<file path="src/rtl/dro_pulse_sequencer.sv">
// Command sequencer for a destructive-readout (DRO) cell: issues set/reset pulses and samples the DRO output.
// Optional macro DRO_SEQ_STRAY_CNT_EN enables the saturating stray-pulse counter on stray_cnt.
module dro_pulse_sequencer #(
    parameter int SEP_CYCLES = 3,
    parameter int WINDOW     = 4
) (
    input  logic       clk,
    input  logic       rst_n,
    input  logic       cmd_valid,
    input  logic       cmd_op,
    output logic       cmd_ready,
    output logic       dro_set,
    output logic       dro_reset,
    input  logic       dro_out,
    output logic       rsp_valid,
    input  logic       rsp_ready,
    output logic       rsp_data,
    output logic       rsp_err,
    output logic       stray_err,
    output logic [7:0] stray_cnt
);

    typedef enum logic [2:0] {
        IDLE,
        SET_PULSE,
        GUARD,
        RST_PULSE,
        WAIT_OUT,
        RESP
    } state_t;

    localparam logic [3:0] SEP_LAST = 4'(SEP_CYCLES - 1);
    localparam logic [3:0] WIN_LAST = 4'(WINDOW - 1);

    state_t     state_q, state_d;
    logic [3:0] cnt_q, cnt_d;
    logic       run_q;
    logic       exp_q, exp_d;
    logic       cap_q, cap_d;
    logic       err_q, err_d;
    logic       stray_err_q, stray_err_d;
    logic       cap_now;
    logic       stray_hit;

    assign cap_now   = cap_q | dro_out;
    assign stray_hit = dro_out && (state_q != WAIT_OUT);

    always_ff @(posedge clk or negedge rst_n) begin
        if (!rst_n) begin
            state_q     <= IDLE;
            cnt_q       <= '0;
            run_q       <= 1'b0;
            exp_q       <= 1'b0;
            cap_q       <= 1'b0;
            err_q       <= 1'b0;
            stray_err_q <= 1'b0;
        end else begin
            state_q     <= state_d;
            cnt_q       <= cnt_d;
            run_q       <= 1'b1;
            exp_q       <= exp_d;
            cap_q       <= cap_d;
            err_q       <= err_d;
            stray_err_q <= stray_err_d;
        end
    end

    always_comb begin
        state_d     = state_q;
        cnt_d       = cnt_q;
        exp_d       = exp_q;
        cap_d       = cap_q;
        err_d       = err_q;
        stray_err_d = stray_err_q | stray_hit;
        cmd_ready   = 1'b0;
        dro_set     = 1'b0;
        dro_reset   = 1'b0;
        rsp_valid   = 1'b0;
        rsp_data    = 1'b0;
        rsp_err     = 1'b0;

        case (state_q)
            IDLE: begin
                // run_q holds cmd_ready low until the first edge after reset release
                cmd_ready = run_q;
                if (run_q && cmd_valid) begin
                    if (cmd_op) begin
                        state_d = RST_PULSE;
                        cap_d   = 1'b0;
                    end else begin
                        state_d = SET_PULSE;
                        exp_d   = 1'b1;
                    end
                end
            end
            SET_PULSE: begin
                dro_set = 1'b1;
                state_d = GUARD;
                cnt_d   = SEP_LAST;
            end
            GUARD: begin
                if (cnt_q == 4'd0) begin
                    state_d = IDLE;
                end else begin
                    cnt_d = cnt_q - 4'd1;
                end
            end
            RST_PULSE: begin
                dro_reset = 1'b1;
                state_d   = WAIT_OUT;
                cnt_d     = WIN_LAST;
            end
            WAIT_OUT: begin
                cap_d = cap_now;
                if (cnt_q == 4'd0) begin
                    // error is latched here because the expected bit is destroyed on entry to RESP
                    state_d = RESP;
                    err_d   = cap_now ^ exp_q;
                    exp_d   = 1'b0;
                end else begin
                    cnt_d = cnt_q - 4'd1;
                end
            end
            RESP: begin
                rsp_valid = 1'b1;
                rsp_data  = cap_q;
                rsp_err   = err_q;
                if (rsp_ready) begin
                    state_d = IDLE;
                end
            end
            default: begin
                state_d = IDLE;
            end
        endcase
    end

    assign stray_err = stray_err_q;

`ifdef DRO_SEQ_STRAY_CNT_EN
    logic [7:0] stray_cnt_q, stray_cnt_d;

    always_comb begin
        stray_cnt_d = stray_cnt_q;
        if (stray_hit && (stray_cnt_q != 8'hFF)) begin
            stray_cnt_d = stray_cnt_q + 8'd1;
        end
    end

    always_ff @(posedge clk or negedge rst_n) begin
        if (!rst_n) begin
            stray_cnt_q <= '0;
        end else begin
            stray_cnt_q <= stray_cnt_d;
        end
    end

    assign stray_cnt = stray_cnt_q;
`else
    assign stray_cnt = 8'd0;
`endif

endmodule

</file>
<file path="config.mk">
export PLATFORM = sky130hd
export DESIGN_NAME = dro_pulse_sequencer
export DESIGN_NICKNAME = d
export VERILOG_FILES = /design/src/rtl/dro_pulse_sequencer.sv
export SDC_FILE = /design/constraint.sdc
export NUM_CORES = 1
export LEC_CHECK = 0
export ABC_AREA = 0
export CAP_MARGIN = 40
export CORE_UTILIZATION = 43
export CTS_CLUSTER_DIAMETER = 100
export CTS_CLUSTER_SIZE = 20
export DETAILED_ROUTE_END_ITERATION = 12
export PLACE_DENSITY = 0.82
export SYNTH_ARGS = -nofsm -noshare
export SYNTH_HDL_FRONTEND = slang
export SYNTH_SLANG_ARGS = --single-unit
</file>
<file path="constraint.sdc">
create_clock -name clk -period 3 [get_ports clk]
set_clock_uncertainty 0.15 [all_clocks]
set_input_delay 0.75 -clock clk [delete_from_list [all_inputs] [get_ports clk]]
set_output_delay 0.75 -clock clk [all_outputs]
set_load 0.05 [all_outputs]
</file>
Yosys cells after proc, flatten, opt, wreduce, memory -nomap -nowiden:

Index checks and enable logic that the tools add are counted.

* bits in registers: 12
* bits of input ports: 6
* output and inout bits: 15
* logic and storage cells: 57

* $add $sub $neg: 1
* eq/ne operators: 13
* mux-type cells: 21
* bitwise logic cells: 3
* reduce and logical (&&, ||, !) cells: 12

Operators with widths (number)
* $pmux W3 S6: 1
* $ne A2 B2 Y1 const B: 7
* $mux W3: 4
* $pmux W4 S3: 1
* $mux W1: 11
* $reduce_and A4 Y1: 2
* $eq A3 B2 Y1 const B: 2
* $eq A3 B3 Y1 const B: 2
* $logic_not A4 Y1: 1
* $mux W4: 1
* $pmux W1 S2: 2
* $reduce_and A2 Y1: 2
* $sub A4 B1 Y4 const B: 1
* $eq A3 B1 Y1 const B: 1
* $logic_not A3 Y1: 1
* $ne A3 B3 Y1 const B: 1
* $reduce_and A3 Y1: 1
* $reduce_bool A3 Y1: 1
* $logic_and A1 B1 Y1: 2
* $mux W2: 1
* $or A1 B1 Y1: 2
* $reduce_bool A2 Y1: 1
* $reduce_or A2 Y1: 1
* $xor A1 B1 Y1: 1

Depth between registers and ports, before layout:

Gate-level depths: netlist of the first run.

* word-level depth: 4
* mapped depth: 7
* mapped depth without buffers: 6

Least setup slack after synthesis of the first run:

No wires, ideal clock.

* kind: register to output
* start point: register state_q[2]
* end point: output port dro_set
* arrival time: 1694 ps
* data required time: 2100 ps
* setup slack: 406 ps
* stages on the path, launching flop included: 3
* buffers on the path: 1
* cells stage by stage: dfrtp_1 buf_2 nor3_1

* longest elaborated chain between the ends: 2

RTL lines
* start: declaration: line 35 `state_t state_q, state_d;`
* start signal: assignment: line 58 `state_q <= state_d;`
* $eq A3 B1 Y1: line 82 `case (state_q)`
* $mux W1: line 82
* end: declaration: line 12 `output logic dro_set,`

No other way between the ends.

Final worst setup path of the first run:

* start point: register state_q[0]
* end point: output port cmd_ready

* longest elaborated chain between the ends: 2

RTL lines
* $logic_not A3 Y1: line 82
* $mux W1: line 82
* end: declaration: line 11 `output logic cmd_ready,`

No other way between the ends.

==> reports/metrics.yaml, run 1 <==
outcome: "complete, no violations"
max_cap_viol_count: 0
max_slew_margin_pct: 64.6
synth-seq-area-share_pct: 36.8
clock-sinks: 12
yosysMostFrequentCell: "dfrtp_1"
viasPerCell: 5.13
ctsLongestPathBuffers: 2
async_flop_share_pct: 100
row_count: 15
yosys_warnings: 0
ys_dominant_reg_cell: "dfrtp_1"
gr-total-overflow: 0
ctsHoldBuffers: 0
synth.area.top_cells: "dfrtp_1 (37%), buf_4 (7.4%), nor2_1 (5.1%)"
grt_pass1_wl_mm: 2.64
initial_core_util_pct: 46.7
worst-r2r-cell-count: 5
grt_max_degree: 17
yosys.area_share.simple_pct: 23.3
min_period_ns: 2.75
period_share_pct: 91.8
layout-drive-gt1-share_pct: 13.9
hold_viol_final: 0
post_cts_buffers: 0
synth_top_family_by_area: "simple AND/OR/NAND/NOR gates"
synth_top_area_share_pct: 36.8
synth_top_area_cell: "dfrtp_1"
r2r_start: "cnt_q[0]"
numCtsBuffers: 3
slew_violations: 0
cts_root_buffer: "clkbuf_4"
finalPower_uw: 891
synth.avg_cell_area_sq_um: 8.68
fin_cells: 133
drcViolationCount: 0
cp-end-kind: "output port"
netlist_top_cells_count: "dfrtp_1 (12), nor2_1 (11), buf_4 (8)"
hp-class: "register to register"
gp_congestion: 0.846
dr_total_vias: 682
hold_depth: 1
drtAntennaViolNets: 0
peakVddDrop_uv: 462
cellPowerDensity_nw_per_um2: 933
synth.cell_area_sq_um: 816
clkSlewWorstSetupHoldPaths_ns: 0.08
cts_tree: "built"
utilization_pct: 54.7
die-area_sq_um: 2080
hold_end: "stray_err"
fmax_mhz: 363
dp_cells: 129
r2r_slack_ns: 0.88
port_buffers: 12
critPathKind: "register to output port"
synth-adder-area-share_pct: 3.07
cp.arrival_ns: 1.85
drt_iter0_drc: 20
netlist_instances: 94
ys_types: 37
reg2reg_to: "err_q"
rsz0062_at_grt: "no"
crit_required_ns: 2.10
tightest_slew_ns: 0.529
synth_edf_count: 0
htreeDepth: 1
antenna_cells: 0
min-delay-start: "stray_err"
grtUsageTotal_pct: 18.3
setup_viol: 0
area_growth_pct: 17.0
cts_resized: 0
die_x_microns: 45.6
wl_mm: 1.60
synth.mux.area_fraction_pct: 2.61
postLayoutCellArea_sq_um: 955
synth_xor_area_share_pct: 1.07
clk_latency_ns: 0.28
first_global_vias: 608
critPathLaunchType: "register"
leakagePower_nw: 0.437
antenna_found_initial: 0
finalNetCount: 117
wl_per_cell_microns: 12.0
synth_compound_area_share_pct: 19.5
dr.pass1.iters: 4
coreArea_sq_um: 1750
ioPinCount: 21
synth_seq_cells: 12
dpl-instance-area_sq_um: 918
die_height_microns: 45.6
dp_hpwl_mm: 1.19
crit_fanout: 13
fin_setup_tns_ns: 0
cell families after synthesis:
group                    count (synthesis)
multiplexers                             2
XOR/XNOR                                 1
buffers and inverters                   17
adder cells (fa/ha/maj)                  2
AO/OA/AOI/OAI                           23
other                                    2
AND/OR/NAND/NOR                         35
flip-flops                              12
where the power goes:
part	total (mW)	internal [mW]	switching (mW)
clock	0.130	0.0740	0.0564
sequential	0.285	0.220	0.0650
combinational	0.476	0.198	0.278
stage by stage:
stage	worst slack (ns)	hold WS, ns
6_report	0.247	0.326
5_1_grt	0.166	0.334
4_1_cts	0.247	0.329
3_5_place_dp	0.556	0.309
3_3_place_gp	0.567	0.301
2_1_floorplan	0.406	0.300
worst max-delay path by stage:
stage / endpoint / cells past startpoint / slack, ns / from
floorplan: dro_set / 2 / 0.41 / state_q[2]
global placement: cmd_ready / 3 / 0.57 / state_q[0]
detailed placement: cmd_ready / 3 / 0.56 / state_q[0]
CTS: cmd_ready / 3 / 0.25 / state_q[0]
global route: cmd_ready / 3 / 0.17 / state_q[2]
finish: cmd_ready / 3 / 0.25 / state_q[0]
metal layers:
layer  GRT usage [%]  vias up  part of all wire, %
li1                -      342                    -
met1            25.0      316                   46
met2            25.4       19                   47
met3            5.95        5                  5.7
met4            9.09        0                  1.7
met5               0        -                    0
layout make-up:
| type | count | area [sq um] |
|---|---|---|
| clock buffers | 4 | 36.3 |
| repair buffers | 15 | 130 |
| well taps | 25 | 31.3 |
| multi-input cells | 72 | 438 |
| flip-flops and latches | 12 | 300 |
| fillers | 162 | 791 |
| inverters | 5 | 18.8 |
worst max-delay path: stages (launching register included):
cell and delay (ns):
dfrtp_1 0.56, clkinv_1 0.14, and3_1 0.18, clkdlybuf4s50_1 0.69
cell usage in the layout, fill, tap and decap left out, drive strengths merged, types with 2 or more instances in the layout:
cell type      count
a21oi              5
nor3               4
inv                4
o21ai              4
nand3              3
clkbuf             4
a221oi             2
nor2b              4
a31oi              4
nand2b             3
and3               3
clkdlybuf4s50      7
ha                 2
conb               9
buf                8
nand2              2
a22o               2
dfrtp             12
nor2              11
registers in the layout, indices dropped and copies added, names as in the netlist:
name	flops
cap_q	1
cnt_q	4
err_q	1
exp_q	1
run_q	1
state_q	3
stray_err	1
Note: power is estimated with default switching activity, not from simulation.
==> run 2, diff against run 1 <==
--- a/config.mk
+++ b/config.mk
@@ -7,11 +7,11 @@
 export LEC_CHECK = 0
 export ABC_AREA = 0
 export CAP_MARGIN = 40
-export CORE_UTILIZATION = 43
+export CORE_UTILIZATION = 51
 export CTS_CLUSTER_DIAMETER = 100
 export CTS_CLUSTER_SIZE = 20
 export DETAILED_ROUTE_END_ITERATION = 12
-export PLACE_DENSITY = 0.82
+export PLACE_DENSITY = 0.93
 export SYNTH_ARGS = -nofsm -noshare
 export SYNTH_HDL_FRONTEND = slang
 export SYNTH_SLANG_ARGS = --single-unit
==> run 2 against run 1 <==
Compared with the run above:
- maximum frequency decreased by 1.6%
- utilization increased by 8.6 points
- critical path depth increased by 1
- combinational power increased by 4%
- worst setup slack got worse by 0.044 ns
- cell count decreased by 6.0%
- design area decreased by 0.13%
- global-route usage increased by 4.1 points
- sequential power decreased by 2%
- power increased by 2.6%
- critical endpoint is now rsp_valid
- largest power group unchanged
==> reports/metrics.yaml, run 2 (synthesized netlist as in run 1, its figures left out) <==
min-delay-start: "stray_err"  # unchanged
crit_fanout: 16  # was 13
numCtsBuffers: 3  # unchanged
hold_viol_final: 0  # unchanged
port_buffers: 12  # unchanged
min_period_ns: 2.80  # was 2.75 ns
ioPinCount: 21  # unchanged
clk_latency_ns: 0.29  # was 0.28 ns
leakagePower_nw: 0.440  # was 0.437 nW
largest-register: "cnt_q"  # unchanged
grt_pass1_wl_mm: 2.95  # was 2.64 mm
slew_violations: 0  # unchanged
cp.arrival_ns: 1.90  # was 1.85 ns
clkSlewWorstSetupHoldPaths_ns: 0.09  # was 0.08 ns
cts_tree: "built"  # unchanged
antenna_found_initial: 0  # unchanged
layout_commonest_cell: "dfrtp_1"  # unchanged
cellPowerDensity_nw_per_um2: 959  # was 933 nW/um^2
wl_per_cell_microns: 14.4  # was 12.0 microns
die_height_microns: 42.0  # was 45.6 microns
antenna_cells: 0  # unchanged
critPathLaunchType: "register"  # unchanged
max_cap_viol_count: 0  # unchanged
cts_root_buffer: "clkbuf_4"  # unchanged
wl_mm: 1.81  # was 1.60 mm
period_share_pct: 93.2  # was 91.8%
viasPerCell: 5.82  # was 5.13
critPathKind: "register to output port"  # unchanged
ctsLongestPathBuffers: 2  # unchanged
pre_cts_ws_ns: 0.523  # was 0.556 ns
rsz0062_at_grt: "no"  # unchanged
max_slew_margin_pct: 64.0  # was 64.6%
crit_path_start: "state_q[2]"  # was state_q[0]
r2r_start: "cnt_q[0]"  # unchanged
crit_required_ns: 2.10  # about the same
tightest_slew_ns: 0.538  # was 0.529 ns
cts_resized: 0  # unchanged
post_cts_buffers: 0  # unchanged
fin_setup_tns_ns: 0  # unchanged
peakVddDrop_uv: 456  # was 462 uV
dp_hpwl_mm: 1.33  # was 1.19 mm
setup_viol: 0  # unchanged
initial_core_util_pct: 54.2  # was 46.7%
dr_total_vias: 727  # was 682
drcViolationCount: 0  # unchanged
htreeDepth: 1  # unchanged
cp-end-kind: "output port"  # unchanged
mostFrequentLayoutCells: "dfrtp_1 (12), nor2_1 (11), conb_1 (9), clkdlybuf4s50_1 (8), buf_4 (8)"  # was dfrtp_1 (12), nor2_1 (11), conb_1 (9), buf_4 (8), clkdlybuf4s50_1 (7)
die_x_microns: 42.0  # was 45.6 microns
fillers: 107  # was 162
gp_congestion: 0.801  # was 0.846
grt_max_degree: 17  # unchanged
clock-sinks: 12  # unchanged
dp_cells: 121  # was 129
die-area_sq_um: 1760  # was 2080 sq um
worst_slack_ns: 0.204  # was 0.247 ns
layout-drive-gt1-share_pct: 13.8  # was 13.9%
first_global_vias: 636  # was 608
outcome: "complete, no violations"  # unchanged
fmax_mhz: 358  # was 363 MHz
row_count: 14  # was 15
ctsHoldBuffers: 0  # unchanged
dr.pass1.iters: 4  # unchanged
largest_register_ffs: 4  # unchanged
hp-class: "register to register"  # unchanged
area_growth_pct: 16.9  # was 17.0%
finalPower_uw: 914  # was 891 uW
worst_hold_slack_ns: 0.335  # was 0.326 ns
finalNetCount: 118  # was 117
grtUsageTotal_pct: 22.4  # was 18.3%
reg_top3: "cnt_q (4), state_q (3)"  # unchanged
coreArea_sq_um: 1510  # was 1750 sq um
drt_iter0_drc: 24  # was 20
drtAntennaViolNets: 0  # unchanged
fin_cells: 125  # was 133
gr-total-overflow: 0  # unchanged
-- run 2: layout make-up --
class	count	area, sq um	area share, %
repair buffers	16	140	14.7
multi-input cells	72	438	45.9
inverters	5	18.8	1.97
well taps	16	20.0	2.10
clock buffers	4	36.3	3.81
flip-flops and latches	12	300	31.5
-- run 2: worst max-delay path, cell delays in order, from the launching register on --
cell             delay, ns
dfrtp_1               0.36
buf_4                 0.20
nand2b_1              0.14
nor2_1                0.11
clkdlybuf4s50_1       0.80
-- run 2: power breakdown --
part / total [mW] / switching (mW) / internal (mW)
Sequential: 0.280 / 0.0607 / 0.220
Clock: 0.140 / 0.0660 / 0.0740
Combinational: 0.494 / 0.292 / 0.201
-- run 2: layer usage --
layer  wire [microns]  GRT usage (%)  vias up  share of wire, %
met1              780           28.0      338                43
met5                0              0        -                 0
met2              851           35.6       35                47
met3              125           6.47        7               6.9
met4               48           10.3        0               2.7
li1                 -              -      347                 -
-- run 2: worst paths after layout --
| check | end | slack, ns | depth (start not counted) |
|---|---|---|---|
| min in group asynchronous | cnt_q[3] | 0.65 | 1 |
| worst min-delay path | stray_err | 0.34 | 1 |
| max in group asynchronous | stray_err | 1.69 | 1 |
| worst max-delay path | rsp_valid | 0.20 | 4 |
| worst max register to register | err_q | 0.85 | 5 |
| worst min register to register | stray_err | 0.34 | 1 |
-- run 2: per-stage QoR --
step                      area, sq um  util (%)
after floorplan                   842         -
after CTS                         953      63.3
final                             953      63.3
after global routing              953      63.3
after global placement            917      60.9
after detailed placement          917      60.9
==> edit: new RTL, settings of run 1 <==
Re-encode `state_t` (6 states) as Gray code, 3 bits wide.
--- a/src/rtl/dro_pulse_sequencer.sv
+++ b/src/rtl/dro_pulse_sequencer.sv
@@ -23,8 +23,8 @@
     typedef enum logic [2:0] {
-        IDLE,
-        SET_PULSE,
-        GUARD,
-        RST_PULSE,
-        WAIT_OUT,
-        RESP
+        IDLE      = 3'b000,
+        SET_PULSE = 3'b001,
+        GUARD     = 3'b011,
+        RST_PULSE = 3'b010,
+        WAIT_OUT  = 3'b110,
+        RESP      = 3'b111
     } state_t;
Formal check against the unedited RTL: no difference found for any inputs over 10 cycles, from zero or initial values and one cycle with rst_n low; not proved beyond that.
==> edit against run 1 <==
- combinational power is 19% higher
- total power is 11% higher
- setup slack worse by 0.060 ns
- synthesized cell count is 11% higher
- via count is 14% higher
- wire length is 8.7% higher
- final cell count is 5.3% higher
- cell area is 2.2% higher
- critical path depth is 1 lower
- sequential cell count stayed put
- area after synthesis is 3.2% higher
- fmax is 2.1% lower
==> edit: results (changes against run 1) <==
DP Wirelength=1.30 mm (+8.9%); met3 WL=111 µm (+22%); clk cell area share=0.0231 (-0.0149); post-CTS resize count=0 (unchanged); met2 Use GR=0.315 (+0.0612); Seq/Total Area, Yosys=0.357 (-0.0115); VDD IR-drop max=0.758 mV (+64%); Fillers=169 (+4.3%); vias in the first global route=623 (+2.5%); largest net degree at the start of global routing=14 (-3); post-synth cell types=33 (-11%); DR WL met2=855 µm (+14%); R2R Path End=cnt_q[1]$_DFFE_PN0P_; comb_multi_in=81 (+13%); met1 wire length=751 µm (+2.6%); number of max-cap violations=0 (unchanged); gpl congestion=0.976 (+15%); Syn Inst Count=104 (+11%); status=finished clean; clock sink count=12 (unchanged); layout cells sized above 1=0.0783 (-0.0606); average vias per placed instance=5.55 (+8.2%); Layout non-clock buf frac=0.146 (+0.00985); Ant. Diodes=0 (unchanged); Sw Share=0.509 (+0.0604); Inverters excl. clock=4 (-1); Arr. time, crit path=1.91 ns (+0.06 ns); gr usage total=0.193 (+0.0100); Hold WS=0.320 ns (-0.00590 ns); Worst slew margin=0.618 (-0.0282); Max stage delay on crit path=0.81 ns (+0.12 ns); Static Leakage=0.447 nW (+2.5%); clock buffer count=3 (-1); met3 GRT Util=0.0471 (-0.0125); global-route wire length before repair=2.79 mm (+6.0%); largest cells by area after synthesis=dfrtp_1 (36%), buf_4 (8.0%), o21ai_0 (5.9%); Detailed Route Iter0 Violations=39 (+95%); clock root cell=clkbuf_4; Multi-input gate area=464 µm² (+6.0%); GR Layer Usage met1=0.237 (-0.0134); final std cells w/o fill=140 (+5.3%); final WL=1.74 mm (+8.7%); Seq/total area=0.308 (-0.00686); nets=125 (+6.8%); Signal buffers=15 (unchanged); cell count of the worst reg-to-reg path=6 (+1); critical path's slowest cell=clkdlybuf4s50_1
==> edit: power by group through the flow <==
| stage | sequential, mW | combinational (mW) | clock [mW] |
|---|---|---|---|
| floorplan | 0.267 | 0.471 | 0 |
| global placement | 0.315 | 0.556 | 0 |
| detailed placement | 0.318 | 0.563 | 0 |
| CTS | 0.315 | 0.567 | 0.100 |
| global route | 0.329 | 0.619 | 0.110 |
| finish | 0.319 | 0.568 | 0.0992 |
==> edit: stage by stage <==
step | area (µm²) | total power, mW | worst slack (ns) | util
after floorplan | 868 | 0.738 | 0.0981 | -
after global placement | 948 | 0.871 | 0.404 | 0.532
after detailed placement | 948 | 0.881 | 0.361 | 0.532
after CTS | 971 | 0.982 | 0.0333 | 0.545
after global routing | 976 | 1.06 | 0.119 | 0.547
final | 976 | 0.986 | 0.187 | 0.547
==> edit: how the worst max path moves through the flow <==
| stage | start | to | slack [ns] |
|---|---|---|---|
| 2_1_floorplan | state_q[0]$_DFFE_PN0P_ | dro_set | 0.1 |
| 3_3_place_gp | state_q[1]$_DFFE_PN0P_ | dro_reset | 0.40 |
| 3_5_place_dp | state_q[1]$_DFFE_PN0P_ | dro_reset | 0.36 |
| 4_1_cts | state_q[1]$_DFFE_PN0P_ | dro_reset | 0.03 |
| 5_1_grt | state_q[1]$_DFFE_PN0P_ | rsp_valid | 0.12 |
| 6_report | state_q[1]$_DFFE_PN0P_ | rsp_valid | 0.19 |
==> edit: cells by family after synthesis <==
family / after synthesis / share of synthesized area
and+or+nand+nor: 38 / 0.238
AOI/OAI and AO/OA: 30 / 0.221
buffers and inverters: 18 / 0.123
DFF: 12 / 0.357
adders and majority gates: 2 / 0.0297
other: 2 / 0.00892
xor gates and xnor gates: 1 / 0.0104
muxes: 1 / 0.0119
